### src/rtl/mac_array_ctrl_pkg.sv
// Shared encodings for the MAC array sequencer: FSM states, per-row
// instruction codes and array mode values.
package mac_array_ctrl_pkg;

  typedef enum logic [2:0] {
    ST_IDLE  = 3'd0,
    ST_CLR   = 3'd1,
    ST_LOAD  = 3'd2,
    ST_EXEC  = 3'd3,
    ST_FLUSH = 3'd4,
    ST_DRAIN = 3'd5,
    ST_DONE  = 3'd6
  } state_e;

  // Per-row instruction: bit0 = load, bit1 = execute.
  localparam logic [1:0] INST_IDLE = 2'b00;
  localparam logic [1:0] INST_LOAD = 2'b01;
  localparam logic [1:0] INST_EXEC = 2'b10;

  localparam logic MODE_WS = 1'b0;
  localparam logic MODE_OS = 1'b1;

endpackage

### src/rtl/mac_array_ctrl_inst_skew.sv
// Row skew for the array instruction bus: row r sees the row-0 instruction
// delayed by r cycles, so each row starts one beat after the row above it.
module mac_array_ctrl_inst_skew
  import mac_array_ctrl_pkg::*;
#(
  parameter int row = 8
) (
  input  logic             clk,
  input  logic             reset,
  input  logic [1:0]       inst0_i,
  output logic [2*row-1:0] inst_w_o
);

  if (row > 1) begin : g_skew
    logic [2*(row-1)-1:0] shift_q;
    logic [2*row-1:0]     chain;

    // Row 0 passes straight through; rows 1..row-1 come from the delay line.
    assign chain    = {shift_q, inst0_i};
    assign inst_w_o = chain;

    // NOTE: the delay line is reset explicitly so an aborted pass cannot leave
    // stale load/execute codes travelling down the rows after reset.
    always_ff @(posedge clk) begin
      if (reset) begin
        shift_q <= {(row-1){INST_IDLE}};
      end else begin
        shift_q <= chain[2*(row-1)-1:0];
      end
    end
  end else begin : g_single
    assign inst_w_o = inst0_i;
  end

endmodule

### src/rtl/mac_array_ctrl.sv
// Tile-pass sequencer for the MAC array: CLR -> LOAD -> EXEC -> (OS) FLUSH ->
// DRAIN -> DONE, with L0 stalls on load/execute beats and per-row skew.
module mac_array_ctrl
  import mac_array_ctrl_pkg::*;
#(
  parameter int row    = 8,
  parameter int col    = 8,
  parameter int cnt_bw = 8
) (
  input  logic              clk,
  input  logic              reset,
  input  logic              start,
  input  logic              os_mode,
  input  logic [cnt_bw-1:0] k_len,
  input  logic              l0_empty,
  output logic              l0_rd,
  output logic [2*row-1:0]  inst_w,
  output logic              mode,
  output logic              acc_clr,
  output logic              busy,
  output logic              done
);

  localparam logic [cnt_bw-1:0] LOAD_LAST  = cnt_bw'(col - 1);
  localparam logic [cnt_bw-1:0] FLUSH_LAST = cnt_bw'(row - 1);
  localparam logic [cnt_bw-1:0] DRAIN_LAST = cnt_bw'(row + col - 1);

  state_e            state_q, state_d;
  logic [cnt_bw-1:0] cnt_q, cnt_d;
  logic [cnt_bw-1:0] k_q, k_d;
  logic              os_q, os_d;
  logic              mode_q, acc_clr_q, busy_q, done_q;
  logic              issue;
  logic [1:0]        inst0;

  // Next-state, beat counting and the row-0 instruction. Stalls only affect
  // LOAD/EXEC; the counter advances on issued beats, not on cycles.
  always_comb begin
    // NOTE: every variable gets a default here so no path infers a latch.
    state_d = state_q;
    cnt_d   = cnt_q;
    k_d     = k_q;
    os_d    = os_q;
    issue   = 1'b0;
    inst0   = INST_IDLE;
    unique case (state_q)
      ST_IDLE: begin
        if (start) begin
          os_d    = os_mode;
          k_d     = k_len;
          cnt_d   = '0;
          state_d = ST_CLR;
        end
      end
      ST_CLR: begin
        cnt_d   = '0;
        state_d = ST_LOAD;
      end
      ST_LOAD: begin
        if (!l0_empty) begin
          issue = 1'b1;
          inst0 = INST_LOAD;
          if (cnt_q == LOAD_LAST) begin
            cnt_d = '0;
            if (k_q == '0) state_d = os_q ? ST_FLUSH : ST_DRAIN;
            else           state_d = ST_EXEC;
          end else begin
            cnt_d = cnt_q + 1'b1;
          end
        end
      end
      ST_EXEC: begin
        if (!l0_empty) begin
          issue = 1'b1;
          inst0 = INST_EXEC;
          if (cnt_q == k_q - 1'b1) begin
            cnt_d   = '0;
            state_d = os_q ? ST_FLUSH : ST_DRAIN;
          end else begin
            cnt_d = cnt_q + 1'b1;
          end
        end
      end
      ST_FLUSH: begin
        // Keeps execute issued with accumulation off so results shift out.
        inst0 = INST_EXEC;
        if (cnt_q == FLUSH_LAST) begin
          cnt_d   = '0;
          state_d = ST_DRAIN;
        end else begin
          cnt_d = cnt_q + 1'b1;
        end
      end
      ST_DRAIN: begin
        if (cnt_q == DRAIN_LAST) begin
          cnt_d   = '0;
          state_d = ST_DONE;
        end else begin
          cnt_d = cnt_q + 1'b1;
        end
      end
      ST_DONE: state_d = ST_IDLE;
      default: state_d = ST_IDLE;
    endcase
  end

  // State plus registered status outputs, decoded from the next state so
  // they line up with the state they describe.
  always_ff @(posedge clk) begin
    if (reset) begin
      state_q   <= ST_IDLE;
      cnt_q     <= '0;
      k_q       <= '0;
      os_q      <= MODE_WS;
      mode_q    <= MODE_WS;
      acc_clr_q <= 1'b0;
      busy_q    <= 1'b0;
      done_q    <= 1'b0;
    end else begin
      // NOTE: non-blocking assignments keep every register updating from
      // the same pre-edge values.
      state_q   <= state_d;
      cnt_q     <= cnt_d;
      k_q       <= k_d;
      os_q      <= os_d;
      mode_q    <= (os_d == MODE_OS &&
                    (state_d == ST_CLR || state_d == ST_LOAD || state_d == ST_EXEC))
                   ? MODE_OS : MODE_WS;
      acc_clr_q <= (state_d == ST_CLR);
      busy_q    <= (state_d != ST_IDLE);
      done_q    <= (state_d == ST_DONE);
    end
  end

  assign l0_rd   = issue;
  assign mode    = mode_q;
  assign acc_clr = acc_clr_q;
  assign busy    = busy_q;
  assign done    = done_q;

  mac_array_ctrl_inst_skew #(
    .row (row)
  ) u_inst_skew (
    .clk      (clk),
    .reset    (reset),
    .inst0_i  (inst0),
    .inst_w_o (inst_w)
  );

endmodule

### config.mk
export PLATFORM = sky130hd
export DESIGN_NAME = mac_array_ctrl
export DESIGN_NICKNAME = d
export VERILOG_FILES = /design/src/rtl/mac_array_ctrl_pkg.sv /design/src/rtl/mac_array_ctrl_inst_skew.sv /design/src/rtl/mac_array_ctrl.sv
export SDC_FILE = /design/constraint.sdc
export NUM_CORES = 1
export LEC_CHECK = 0
export CORE_ASPECT_RATIO = 0.8
export CORE_UTILIZATION = 52
export DETAILED_ROUTE_END_ITERATION = 10
export PLACE_DENSITY = 0.81
export SLEW_MARGIN = 20
export SYNTH_ARGS = -nofsm -noshare
export SYNTH_HDL_FRONTEND = slang
export SYNTH_SLANG_ARGS = --single-unit
### constraint.sdc
create_clock -name clk -period 2.6 [get_ports clk]
set_input_delay 0.26 -clock clk [delete_from_list [all_inputs] [get_ports clk]]
set_output_delay 0.26 -clock clk [all_outputs]
set_load 0.005 [all_outputs]
==> results.md, run 1 <==
- Global-route wire length before repair: 6780 um
- Number of CTS-inserted buffers: 5
- Longest Clk Path Bufs: 2
- H-tree depth: 2
- # nets final: 277
- Vias in the first global route: 1458
- Worst hold path depth: 1
- Clk slew on worst S/H paths: 0.08 ns
- Die H: 56.4 um
- Syn Area/Cell: 8.45 um^2
- Final wirelength: 4020 um
- Mapped cell area: 0.00193 mm^2
- Post-synth top flop: dfxtp_1
- WL/cell: 13.4 um
- Slew headroom: 63.9%
- Initial Util: 55.1%
- Overall routing resource usage: 21.8%
- Post-route DRC: 0
- Peak supply drop: 0.430 mV
- Period utilization: 94.1%
- Final setup vio count: 0
- Synth warn: 0
- Critical path class: reg2reg
- Startpoint Class: flip-flop
- Fmax: 0.409 GHz
- Worst Hold Class: reg2reg
- Clock sink total: 38
- Row cnt: 19
- Max-capacitance violation count: 0
- Core area: 0.00349 mm^2
- Most frequent cells in the layout: dfxtp_1 (37), clkdlybuf4s50_1 (33), nand2_1 (32)
- Overflow after GRT: 0
- R2R cell count: 9
- Post-layout minimum cycle time: 2.45 ns
- Fin. Hold Viols: 0
- CTS tree: built
- CP max FO: 4
- Syn nets: 248
- Reg2reg setup slack: 0.15 ns
- Clk Latency, worst-skew pair: 0.30 ns
- Total power: 1470 uW
- Register area share after synthesis: 39.5%
- Via count: 1659
- Clock root cell: clkbuf_8
- Pwr Density: 612 mW/mm^2
- Layout cells sized above 1: 7.75%
- Number of flops mapped to enable cells by yosys: 0
- Gp weighted congestion: 0.897
- Sum Neg Setup Slack: 0 ns
- Initial antenna violation count: 0
- Arrival time at the worst endpoint: 2.64 ns
- 1st-iter DRT viols: 91
- Die ar.: 0.00395 mm^2
- Yosys cell types: 47
- I/O pin total: 34
- Commonest non-fill, non-tap cell in the layout: dfxtp_1
- Leak pwr: 0.000975 uW
- Worst-Margin Slew: 0.537 ns
- Post-CTS Setup Repair Bufs: 0
- Chip width: 70.0 um
- Clk_skew: 0.00944 ns
- CP required: 2.79 ns
- DR vias/cell: 5.53
- Flops & latches, synth: 38
- Worst Setup End Kind: flip-flop
- Syn Inst Count: 228
- Area Growth Syn to Fin: 24.8%
- Port Buffer Count: 33
- RSZ-0062 raised after global routing: false
- # diodes: 0
- Pre-Repair DR Iteration Count: 5
- Status: completed
- Final slew viol count: 0
- FFs w/ async S/R, synth: 0%
- Fill cells: 283
- Final ANT Viol Nets: 0
- DP HPWL: 2970 um
- Largest net degree at the start of global routing: 24
-- metrics by stage --
stage / cells / setup WS, ns / area, um^2 / util (%) / hold WS (ns)
floorplan: 228 / 0.331 / 1930 / - / 0.396
global placement: 292 / 0.262 / 2260 / 64.7 / 0.442
detailed placement: 292 / 0.135 / 2260 / 64.7 / 0.453
CTS: 300 / 0.123 / 2400 / 68.7 / 0.466
global route: 300 / 0.0119 / 2400 / 68.8 / 0.477
finish: 300 / 0.152 / 2400 / 68.8 / 0.458
-- cells by family after synthesis --
logic type / Yosys count / share of synthesized area [%]
AND/OR/NAND/NOR: 110 / 31.6
AO/OA/AOI/OAI: 42 / 13.7
flip-flops: 38 / 39.5
buffers and inverters: 17 / 4.09
XOR/XNOR: 12 / 5.46
adder cells (fa/ha/maj): 7 / 4.55
multiplexers: 2 / 1.04
-- Yosys cell counts, drive strengths merged, types with 3 or more instances --
| cell | instances | area (um^2) |
|---|---|---|
| dfxtp | 38 | 761 |
| nand2 | 32 | 120 |
| a21oi | 19 | 95.1 |
| nor2b | 18 | 113 |
| nor2 | 14 | 52.6 |
| nor3 | 13 | 75.1 |
| nand3 | 9 | 45.0 |
| clkbuf | 7 | 26.3 |
| ha | 7 | 87.6 |
| o21ai | 7 | 35.0 |
| buf | 6 | 37.5 |
| xnor2 | 6 | 52.6 |
| xor2 | 6 | 52.6 |
| nor4 | 5 | 31.3 |
| inv | 4 | 15.0 |
| a31oi | 3 | 18.8 |
| nor3b | 3 | 22.5 |
| or3 | 3 | 18.8 |
-- path summary, 6_finish.rpt --
| path | from | endpoint |
|---|---|---|
| setup / recovery | k_q[1]$_SDFFE_PP0P_ | cnt_q[2]$_SDFFE_PP0P_ |
| hold / removal | u_inst_skew.g_skew.shift_q[3]$_SDFF_PP0_ | u_inst_skew.g_skew.shift_q[5]$_SDFF_PP0_ |
| setup reg to reg | k_q[1]$_SDFFE_PP0P_ | cnt_q[2]$_SDFFE_PP0P_ |
| hold reg to reg | u_inst_skew.g_skew.shift_q[3]$_SDFF_PP0_ | u_inst_skew.g_skew.shift_q[5]$_SDFF_PP0_ |
-- timing repair --
action	in CTS	in global routing
endpoints found under the setup margin	0	1
hold buffers	0	0
gates resized for setup	0	1
-- report_power, final --
part	internal (uW)	switching [uW]
Sequential	604	30.0
Clock	409	209
Combinational	104	115
Total	1120	354
-- critical path, cell delays in order, from the launching register on --
cell and delay (ns):
dfxtp_1 0.38, inv_1 0.08, ha_1 0.23, o21ba_1 0.18
a221oi_1 0.32, a31oi_1 0.14, or4_4 0.54, o21ai_1 0.18
o22ai_1 0.11, a21o_1 0.18
-- flip-flops by register name, indices dropped and copies added (netlist names) --
signal and cells:
acc_clr 1, busy 1, cnt_q 8, done 1
k_q 8, mode 1, os_q 1, state_q 3
u_inst_skew.g_skew.shift_q 14
-- per-layer routing --
metal	wire (um)	vias to the layer above	track usage [%]	part of all wire, %
met5	0	-	0	0
met4	85	0	8.00	2.1
met3	259	12	5.21	6.4
met2	1700	75	32.8	42
met1	1980	719	30.4	49
li1	-	853	-	-
-- area by class of cell --
cell class | instances | area, um^2 | area share, %
Clock buffer | 6 | 82.6 | 3.44
Clock inverter | 2 | 60.1 | 2.50
Inverter | 4 | 15.0 | 0.625
Multi-Input combinational cell | 173 | 1090 | 45.2
Sequential cell | 38 | 762 | 31.7
Tap cell | 42 | 52.6 | 2.19
Timing Repair Buffer | 35 | 345 | 14.4
Power figures use the tool's default switching activity.
==> run 2, diff against run 1 <==
Settings changed: PLACE_DENSITY 0.81 to 0.79.
==> run 2 against run 1 <==
Compared with the run above:
- cell count stayed put
- global-route usage rose by 0.62 points
- largest power group unchanged
- die area stayed put
- wire length rose by 1.6%
- combinational power grew 2%
- worst hold slack improved by 0.0044 ns
- sequential power hardly changed
- cell area is 1.9% lower
==> results.md, run 2 (synthesis gave the netlist of run 1 again) <==
- CP max-delay cell: dfxtp_1
- Clk_skew: 0.00790 ns (-0.00154 ns)
- Gate power share: 17.5% (+2.6 points)
- Crit path depth: 3 (-6)
- Post-CTS Setup Repair Bufs: 0 (unchanged)
- Peak supply drop: 0.376 mV (-13%)
- Row cnt: 19 (unchanged)
- Post-route cell area: 0.00236 mm^2 (-1.9%)
- Pwr Density: 541 mW/mm^2 (-12%)
- # diodes: 0 (unchanged)
- Global-route wire length before repair: 6930 um (+2.2%)
- Critical path's top delay family: flip-flops
- CTS Hold Bufs: 0 (unchanged)
- Fmax: 0.414 GHz (+1.2%)
- Sum Neg Setup Slack: 0 ns (unchanged)
- Largest net degree at the start of global routing: 21 (-13%)
- Post-layout minimum cycle time: 2.42 ns (-0.0297 ns)
- Overflow after GRT: 0 (unchanged)
- Number of CTS-inserted buffers: 5 (unchanged)
- Period utilization: 93.0% (-1.1 points)
- Reg power frac: 49.8% (+6.7 points)
- Die ar.: 0.00395 mm^2 (unchanged)
- Net Switching: 352 uW (-0.36%)
- Routed length on met1: 2040 um (+3.0%)
- Final wirelength: 4090 um (+1.6%)
- Final core occ: 67.5% (-1.3 points)
- Die H: 56.4 um (unchanged)
- Pre-Repair DR Iteration Count: 4 (-1)
- Clk Latency, worst-skew pair: 0.29 ns (about the same)
- Initial antenna violation count: 0 (unchanged)
- # nets final: 277 (unchanged)
- Area Growth Syn to Fin: 22.4%
- Final slew viol count: 0 (unchanged)
- Startpoint Class: flip-flop
- Slew headroom: 65.0% (+1.1 points)
- Layout cells sized above 1: 7.75% (unchanged)
- Vias in the first global route: 1446 (-0.82%)
- Worst-Margin Slew: 0.524 ns (-0.0125 ns)
- Reg with most FFs: u_inst_skew.g_skew.shift_q
- Chip width: 70.0 um (unchanged)
- CP required: 2.34 ns (-0.45 ns)
- R2R cell count: 9 (unchanged)
- CP max FO: 15 (+11)
- Leak pwr: 0.000954 uW (-2.1%)
- Metal3 WL: 216 um (-17%)
- Longest Clk Path Bufs: 2 (unchanged)
- Hold_ws: 0.463 ns (+0.00439 ns)
- Sw frac: 27.6% (+3.6 points)
- Status: completed
- I/O pin total: 34 (unchanged)
- 1st-iter DRT viols: 100 (+9.9%)
- Internal power: 923 uW (-17%)
- Largest regs: u_inst_skew.g_skew.shift_q (14), cnt_q (8), k_q (8)
- Worst Hold Class: reg2reg
- CTS tree: built
- Via count: 1689 (+1.8%)
- Commonest non-fill, non-tap cell in the layout: dfxtp_1
- Clock root cell: clkbuf_8
- WL/cell: 13.6 um (+1.6%)
- H-tree depth: 2 (unchanged)
- Port Buffer Count: 33 (unchanged)
- DR vias/cell: 5.63 (+1.8%)
- Clk slew on worst S/H paths: 0.08 ns (about the same)
- Final ANT Viol Nets: 0 (unchanged)
- Clock sink total: 38 (unchanged)
- Critical path class: reg2out
- Clock power share: 32.7% (-9.3 points)
- Post-route DRC: 0 (unchanged)
- Critical path buffers and inverters: 1 (unchanged)
- Arrival time at the worst endpoint: 2.16 ns (-0.48 ns)
- DP HPWL: 3040 um (+2.5%)
- Overall routing resource usage: 22.4% (+0.62 points)
- Initial Util: 55.1% (unchanged)
- Top layer reached by signal wires: met4
- Max reg flops: 14 (unchanged)
- CP cell instances: nand3_1 > o21ai_0 > clkdlybuf4s50_1
- Most frequent cells in the layout: dfxtp_1 (37), clkdlybuf4s50_1 (33), nand2_1 (32)
- RSZ-0062 raised after global routing: false
- Max-capacitance violation count: 0 (unchanged)
- Worst hold path depth: 1 (unchanged)
- Placed standard-cell area: 0.00226 mm^2 (unchanged)
- CP max stage delay: 0.65 ns (+0.11 ns)
- Worst Setup End Kind: primary output
- Final setup vio count: 0 (unchanged)
- Dpl ws: 0.115 ns (-0.0199 ns)
- Setup ws final: 0.182 ns (+0.0297 ns)
- Fin. Hold Viols: 0 (unchanged)
- Gp weighted congestion: 0.882 (-1.7%)
- Core area: 0.00349 mm^2 (unchanged)
- Metal2 WL: 1760 um (+4.0%)
## run 2: changes by cell type in the layout (fill, tap and decap cells not counted), sizes merged
cell    previous run  this run
bufinv             2         0
clkinv             0         1
clkbuf             6         7
## run 2: final cells by class
cell class	instances	area, um^2
inverters	4	15.0
well taps	42	52.6
clock buffers	7	86.3
flip-flops and latches	38	762
fillers	289	1140
clock inverters	1	5.00
multi-input cells	173	1090
repair buffers	35	345
## run 2: worst paths after layout
path | start | slack, ns | end
worst max-delay path | state_q[1]$_SDFF_PP0_ | 0.18 | inst_w[1]
worst min-delay path | u_inst_skew.g_skew.shift_q[8]$_SDFF_PP0_ | 0.46 | u_inst_skew.g_skew.shift_q[10]$_SDFF_PP0_
worst max register to register | k_q[0]$_SDFFE_PP0P_ | 0.21 | cnt_q[2]$_SDFFE_PP0P_
worst min register to register | u_inst_skew.g_skew.shift_q[8]$_SDFF_PP0_ | 0.46 | u_inst_skew.g_skew.shift_q[10]$_SDFF_PP0_
## run 2: power groups by stage
stage / Sequential (uW) / Combinational (uW) / Clock, uW
2_1_floorplan: 634 / 161 / 0
3_3_place_gp: 645 / 215 / 0
3_5_place_dp: 648 / 219 / 0
4_1_cts: 634 / 221 / 424
5_1_grt: 640 / 246 / 456
6_report: 636 / 223 / 417
## run 2: worst reg2reg max path, delay by kind of cell (launching register included)
| kind | cells | cell delay, ns |
|---|---|---|
| buf+inv | 1 | 0.07 |
| simple gates | 1 | 0.55 |
| fa+ha+maj | 1 | 0.25 |
| compound gates | 6 | 1.03 |
| flops | 1 | 0.38 |
## run 2: repair_timing
item,in CTS,in global routing
hold endpoints to repair,0,0
gates resized for setup,0,2
setup endpoints to repair,0,2
## run 2: per-layer routing
metal | up-vias | GRT usage, %
met5 | - | 0
met4 | 0 | 8.57
met3 | 6 | 8.08
met2 | 57 | 30.4
met1 | 774 | 32.2
li1 | 852 | -
## run 2: stage by stage
stage | power (uW) | std cells
floorplan | 795 | 228
global placement | 860 | 292
detailed placement | 867 | 292
CTS | 1280 | 300
global route | 1340 | 300
finish | 1280 | 300
